<file path="config.mk">
export PLATFORM = sky130hd
export DESIGN_NAME = pwm_timer
export DESIGN_NICKNAME = d
export VERILOG_FILES = /design/src/rtl/pwm_timer.sv
export SDC_FILE = /design/constraint.sdc
export NUM_CORES = 1
export LEC_CHECK = 0
export BUFFER_PORTS_ARGS = -buffer_cell sky130_fd_sc_hd__buf_2
export CORE_MARGIN = 2
export CORE_UTILIZATION = 35
export CTS_BUF_LIST = sky130_fd_sc_hd__clkbuf_16
export CTS_CLUSTER_DIAMETER = 100
export CTS_CLUSTER_SIZE = 16
export DETAILED_ROUTE_END_ITERATION = 8
export PLACE_DENSITY = 0.69
export SLEW_MARGIN = 20
export SYNTH_ARGS = -nofsm -noshare
export SYNTH_HDL_FRONTEND = slang
export SYNTH_SLANG_ARGS = --single-unit
</file>
<file path="constraint.sdc">
create_clock -name clk -period 2.3 [get_ports clk]
set_input_delay 0.345 -clock clk [delete_from_list [all_inputs] [get_ports clk]]
set_output_delay 0.345 -clock clk [all_outputs]
set_load 0.03 [all_outputs]
</file>
<file path="src/rtl/pwm_timer.sv">
// Single-channel prescaled PWM timer driven by the SPI config bus, reporting on the status bus.
// Define PWM_TIMER_SHADOW_EN to double-buffer PERIOD/DUTY so they only change at a wrap.
module pwm_timer #(
  parameter int NUM_CFG    = 8,
  parameter int NUM_STATUS = 8,
  parameter int REG_WIDTH  = 8
) (
  input  logic                            clk,
  input  logic                            rstb,
  input  logic                            ena,
  input  logic [NUM_CFG*REG_WIDTH-1:0]    config_regs,
  output logic [NUM_STATUS*REG_WIDTH-1:0] status_regs,
  output logic                            pwm_out,
  output logic                            wrap_pulse
);
  localparam int W = REG_WIDTH;

  typedef enum logic [1:0] {IDLE = 2'd0, RUN = 2'd1, DONE = 2'd2} state_t;

  state_t         state;
  logic [W-1:0]   presc, count, wrap_cnt;
  logic [W-1:0]   ctrl, prescale, period_cfg, duty_cfg;
  logic [W-1:0]   period_eff, duty_eff;
  logic           run, oneshot, invert, tick, wrap_now, load_sh;
  logic           unused_cfg;

  assign ctrl       = config_regs[0   +: W];
  assign prescale   = config_regs[W   +: W];
  assign period_cfg = config_regs[2*W +: W];
  assign duty_cfg   = config_regs[3*W +: W];
  assign run        = ctrl[0];
  assign oneshot    = ctrl[1];
  assign invert     = ctrl[2];
  assign unused_cfg = ^config_regs;

  assign tick     = (presc == prescale);
  assign wrap_now = (state == RUN) && tick && (count == period_eff);
  assign load_sh  = ena && (((state == IDLE) && run) || wrap_now);

`ifdef PWM_TIMER_SHADOW_EN
  logic [W-1:0] period_sh, duty_sh;

  always_ff @(posedge clk or negedge rstb) begin
    if (!rstb) begin
      period_sh <= '0;
      duty_sh   <= '0;
    end else if (load_sh) begin
      period_sh <= period_cfg;
      duty_sh   <= duty_cfg;
    end
  end

  assign period_eff = period_sh;
  assign duty_eff   = duty_sh;
`else
  logic unused_load;
  assign unused_load = load_sh;
  assign period_eff  = period_cfg;
  assign duty_eff    = duty_cfg;
`endif

  always_ff @(posedge clk or negedge rstb) begin
    if (!rstb) begin
      state      <= IDLE;
      presc      <= '0;
      count      <= '0;
      wrap_cnt   <= '0;
      pwm_out    <= 1'b0;
      wrap_pulse <= 1'b0;
    end else if (ena) begin
      wrap_pulse <= 1'b0;
      pwm_out    <= invert ^ ((state == RUN) && (count < duty_eff));
      case (state)
        IDLE: begin
          presc <= '0;
          count <= '0;
          if (run) begin
            state    <= RUN;
            wrap_cnt <= '0;
          end
        end
        RUN: begin
          presc <= tick ? '0 : presc + W'(1);
          if (tick) begin
            if (wrap_now) begin
              count      <= '0;
              wrap_pulse <= 1'b1;
              if (wrap_cnt != '1) wrap_cnt <= wrap_cnt + W'(1);
              if (oneshot) state <= DONE;
            end else begin
              count <= count + W'(1);
            end
          end
          // A wrap in the same clock as RUN dropping is still counted, but IDLE wins.
          if (!run) begin
            state <= IDLE;
            presc <= '0;
            count <= '0;
          end
        end
        DONE: begin
          presc <= '0;
          count <= '0;
          if (!run) state <= IDLE;
        end
        default: state <= IDLE;
      endcase
    end
  end

  always_comb begin
    status_regs            = '0;
    status_regs[0   +: W]  = count;
    status_regs[W   +: W]  = wrap_cnt;
    status_regs[2*W +: W]  = W'({state == DONE, state == RUN, pwm_out});
    status_regs[3*W +: W]  = W'(8'hA5);
  end
endmodule

</file>
After elaboration in Yosys (flattened, before gate mapping). Cells that the tools add are included.

Muxes and demuxes: 22. Order comparisons: 1. Equality and inequality tests: 13. Reductions and logical operators: 11. Bitwise operators: 1. Add/subtract/negate cells: 3.

Operator list (count): $mux W8 (9); $pmux W8 S2 (3); $add A8 B1 Y8 const B (3); $eq A8 B8 Y1 (2); $mux W2 (6); $reduce_and A6 Y1 (2); $lt A8 B8 Y1 (1); $ne A8 B8 Y1 const B (1); $ne A2 B1 Y1 const B (3); $ne A3 B2 Y1 const B (2); $pmux W2 S3 (1); $ne A2 B2 Y1 const B (2); $reduce_bool A2 Y1 (2); $logic_and A1 B1 Y1 (3); $mux W1 (3); $ne A3 B3 Y1 const B (1); $reduce_and A3 Y1 (1); $eq A2 B1 Y1 const B (1); $eq A2 B2 Y1 const B (1); $logic_not A2 Y1 (1); $reduce_and A2 Y1 (1); $reduce_or A2 Y1 (1); $xor A1 B1 Y1 (1).

Bits in registers: 28. Bits of input ports: 67.

Logic depth before layout (Yosys ltp).
Word-level depth: 7. Gate-level depth with buffers: 7. Mapped depth without buffers: 6.

Worst setup path after synthesis. OpenSTA, ideal clock, no wires.

Path kind: register to register. Start: reg count[0]. End: reg wrap_cnt[7]. Data required time: 2.174 ns. Period minus slack after synthesis: 2.125 ns. Cell stages (with the launch flop): 6. Path slack: 0.175 ns. Arrival: 1.999 ns. Path through: dfrtp_1 -> xor2_1 -> nor4_1 -> o2111ai_1 -> o41a_1 -> a221o_1.

Word-level cells in the longest chain between the ends: 4.

RTL lines: start: declaration (RTL line 21) `logic [W-1:0] presc, count, wrap_cnt;`; start signal: assignment (RTL line 91) `count <= count + W'(1);`; $eq A8 B8 Y1 (RTL line 37) `assign wrap_now = (state == RUN) && tick && (count == period_eff);`; $logic_and A1 B1 Y1 (RTL line 37); $ne A2 B1 Y1 (no line); $reduce_and A6 Y1 (no line); end signal: assignment (RTL line 88) `if (wrap_cnt != '1) wrap_cnt <= wrap_cnt + W'(1);`; end: declaration (RTL line 21).

Every way passes these cells. A chain may end at the register's enable or synchronous reset.

Final worst setup path.
Start: reg presc[1]. End: reg count[5].

Word-level cells in the longest chain between the ends: 7. Elaborated cells on any way between the ends: 9.

RTL lines: start: declaration (RTL line 21); start signal: assignment (RTL line 83) `presc <= tick ? '0 : presc + W'(1);`; $eq A8 B8 Y1 * (RTL line 36) `assign tick = (presc == prescale);`; $logic_and A1 B1 Y1 (2 in series) (RTL line 37); $mux W8 (RTL line 85) `if (wrap_now) begin`; $mux W8 (RTL line 84) `if (tick) begin`; $mux W8 (RTL line 95) `if (!run) begin`; $pmux W8 S2 (RTL line 73) `case (state)`.

Mark *: on every way between the ends. The rest lies on a longest branch, timed or not. The select of a mux whose other input is x is not followed.

==> qor.txt <==
I/O Pins -> 133
Syn Inst Count -> 271
CTS HTree Levels -> 1
Placed cells -> 403
Yosys reg bits -> 28
DR pass1 iterations -> 4
Net Sw Power -> 436.5 uW
Number of global-route vias before repair -> 2,006
Cells on worst reg2reg path -> 5
Clk_skew -> 0.004355 ns
Worst-margin pin slew -> 0.6409 ns
Largest net degree at the start of global routing -> 29
Placer congestion estimate -> 0.8757
Hold buffer count at CTS -> 0
CTS tree -> built
Worst-Skew Late Latency -> 0.26 ns
Fillers -> 652
Gate power share -> 25.3%
Synth cell count leaders -> buf_4 (46), dfrtp_1 (28), nand2_1 (21), xor2_1 (16), inv_1 (15)
DRC Markers -> 0
MaxCap Viol Count -> 0
Outcome -> finished clean
Final Non-Filler Cells -> 407
Vias per std cell -> 5.088
Storage cell area -> 700.7 um2
Antenna Cells -> 0
Worst relative slew slack -> 57.27%
Worst min path class -> in -> async
RSZ-0062 raised after global routing -> yes
Site Rows -> 29
Total gr overflow -> 0
Routed via count -> 2,071
Yosys warns -> 0
Final hold violation count -> 0
Dpl hpwl -> 4291 um
Cell with the most instances after synthesis -> buf_4
Critical Path RT -> 2.47 ns
Static Leak -> 0.001365 uW
Netlist cell types -> 58
Register area share after synthesis -> 29.60%
Most used DFF post-synth -> dfrtp_1
Layout cell share with drive strength beyond 1 -> 25.76%
Clock power share -> 31.6%
Mapped Area -> 2367 um2
CTS Buffer Depth -> 2
Critical path type -> reg -> reg
Flop pwr share -> 43.1%
Multi-input combinational cell area -> 1390 um2
Largest area contributor in the netlist -> dfrtp_1
Sink Count -> 28
Die Area -> 7437 um2
CTS clk-pin slew, worst paths -> 0.07 ns
Setup violations, final -> 0
Worst setup EP type -> flip-flop
Int Pwr -> 826.0 uW
Worst Path Max Fanout -> 16
Per-cell routed wire length -> 13.31 um
Fmax -> 466.6 MHz
Final ANT Viol Nets -> 0
Pwr/cell area -> 465.0 nW/um2
Crit path time final -> 2.143 ns
Sw Ratio -> 34.57%
Die Wd -> 86.24 um
Asr flop ratio synth -> 100.0%
Maximum vdd drop -> 0.3930 mV
CP Data Arrival Time -> 2.32 ns
Num CTS Buffers -> 3
Final slew viol count -> 0
Port Buffer Count -> 50
All-layer global routing usage -> 15.22%
Top-area cell type share of the netlist area -> 29.60%
Die Y -> 86.24 um
Initial antenna violation count -> 0
Starting density of the core -> 36.65%
Iteration-0 DRC Markers -> 115
Fin Setup TNS -> 0 ns
Area grow syn2layout -> 14.69%
Final worst path period share -> 93.19%
CTS root buf -> clkbuf_16
Syn Area/Cell -> 8.735 um2
Post-synth EDFFs -> 0
Top cells by area, synth -> dfrtp_1 (30%), buf_4 (15%), xor2_1 (5.9%), ha_1 (5.3%), nand2_1 (3.3%)
Startpoint Class -> flip-flop
First-pass GRT wire length -> 9287 um
Total Wirelength -> 5418 um
Nets -> 408
Core area -> 6459 um2
## kinds of logic after synthesis
family	after synthesis	synth area share [%]
XOR/XNOR	17	6.290
other	2	0.3172
flip-flops	28	29.60
buffers and inverters	72	19.08
AND/OR/NAND/NOR	78	19.13
AO/OA/AOI/OAI	61	18.98
adder cells (fa/ha/maj)	10	5.285
multiplexers	3	1.321
## state kept, by name, indices dropped and copies added, names as in the netlist
| signal | flops |
|---|---|
| state | 2 |
| pwm_out | 1 |
| wrap_cnt | 8 |
| wrap_pulse | 1 |
| count | 8 |
| presc | 8 |
## layer usage
| metal | global-route usage [%] | wire length, um | vias to the layer above |
|---|---|---|---|
| met1 | 20.26 | 2404 | 983 |
| met5 | 0 | 0 | - |
| met2 | 26.29 | 2687 | 75 |
| met4 | 2.415 | 19 | 0 |
| met3 | 2.857 | 307 | 2 |
| li1 | - | - | 1011 |
## metrics by stage
step | total power [uW] | utilization (%) | hold WS, ns | instance area, um2 | worst slack [ns]
final | 1262 | 42.04 | 0.1038 | 2715 | 0.1567
after floorplan | 846.6 | - | 0.04941 | 2529 | 0.1753
after global routing | 1321 | 42.04 | 0.1488 | 2715 | -0.009012
after global placement | 867.0 | 40.60 | 0.4030 | 2623 | 0.1118
after detailed placement | 870.9 | 40.60 | 0.4096 | 2623 | 0.08517
after CTS | 1270 | 41.82 | 0.1291 | 2701 | 0.1282
## repair_timing
item,in CTS,in global routing
gates resized for setup,0,3
endpoints found under the hold margin,0,0
setup buffers,0,0
endpoints found under the setup margin,0,3
## worst paths after layout
path	slack, ns	start	to
max	0.16	presc[1]$_DFFE_PN0P_	count[5]$_DFFE_PN0P_
min	0.10	rstb	count[7]$_DFFE_PN0P_
max reg2reg	0.16	presc[1]$_DFFE_PN0P_	count[5]$_DFFE_PN0P_
min reg2reg	0.50	wrap_pulse$_DFFE_PN0P_	wrap_pulse$_DFFE_PN0P_
max in group asynchronous	1.78	rstb	presc[2]$_DFFE_PN0P_
min in group clk	0.40	config_regs[2]	pwm_out$_DFFE_PN0P_
## worst max-delay path, stage by stage (launching register included)
cell	delay, ns
dfrtp_1	0.43
xor2_1	0.19
nor4_4	0.44
a21oi_2	0.25
or4_1	0.55
a22oi_1	0.19
## power groups by stage
stage,Sequential [uW],Clock (uW),Combinational [uW]
4_1_cts,543,408,319
3_3_place_gp,553,0,314
2_1_floorplan,575,0,272
3_5_place_dp,552,0,319
5_1_grt,549,423,349
6_report,544,399,319
## final cells by class
| cell class | instances | share of cell area, % |
|---|---|---|
| Clock buffer | 3 | 2.765 |
| Timing Repair Buffer | 69 | 14.47 |
| Clock inverter | 1 | 0.1382 |
| Sequential cell | 28 | 25.81 |
| Multi-Input combinational cell | 214 | 51.20 |
| Inverter | 15 | 2.074 |
| Tap cell | 77 | 3.548 |
## placed cells by master (no fill, tap or decap), types with 3 or more instances in the layout
cell and n:
buf_4 19, nor4_1 3, o311ai_0 3, nor3_1 4
o31ai_1 6, buf_2 50, and2_1 3, a31oi_1 5
a22oi_1 6, o21ai_0 11, xor2_1 16, a21oi_1 3
nand2b_1 4, dfrtp_1 28, conb_1 45, or4_1 6
clkbuf_16 3, inv_1 15, nand3_1 10, ha_1 10
nand4_1 4, nand2_1 20, nor2_1 7, or3_1 3
o22ai_1 3, o211ai_1 5
Power figures use the tool's default switching activity.
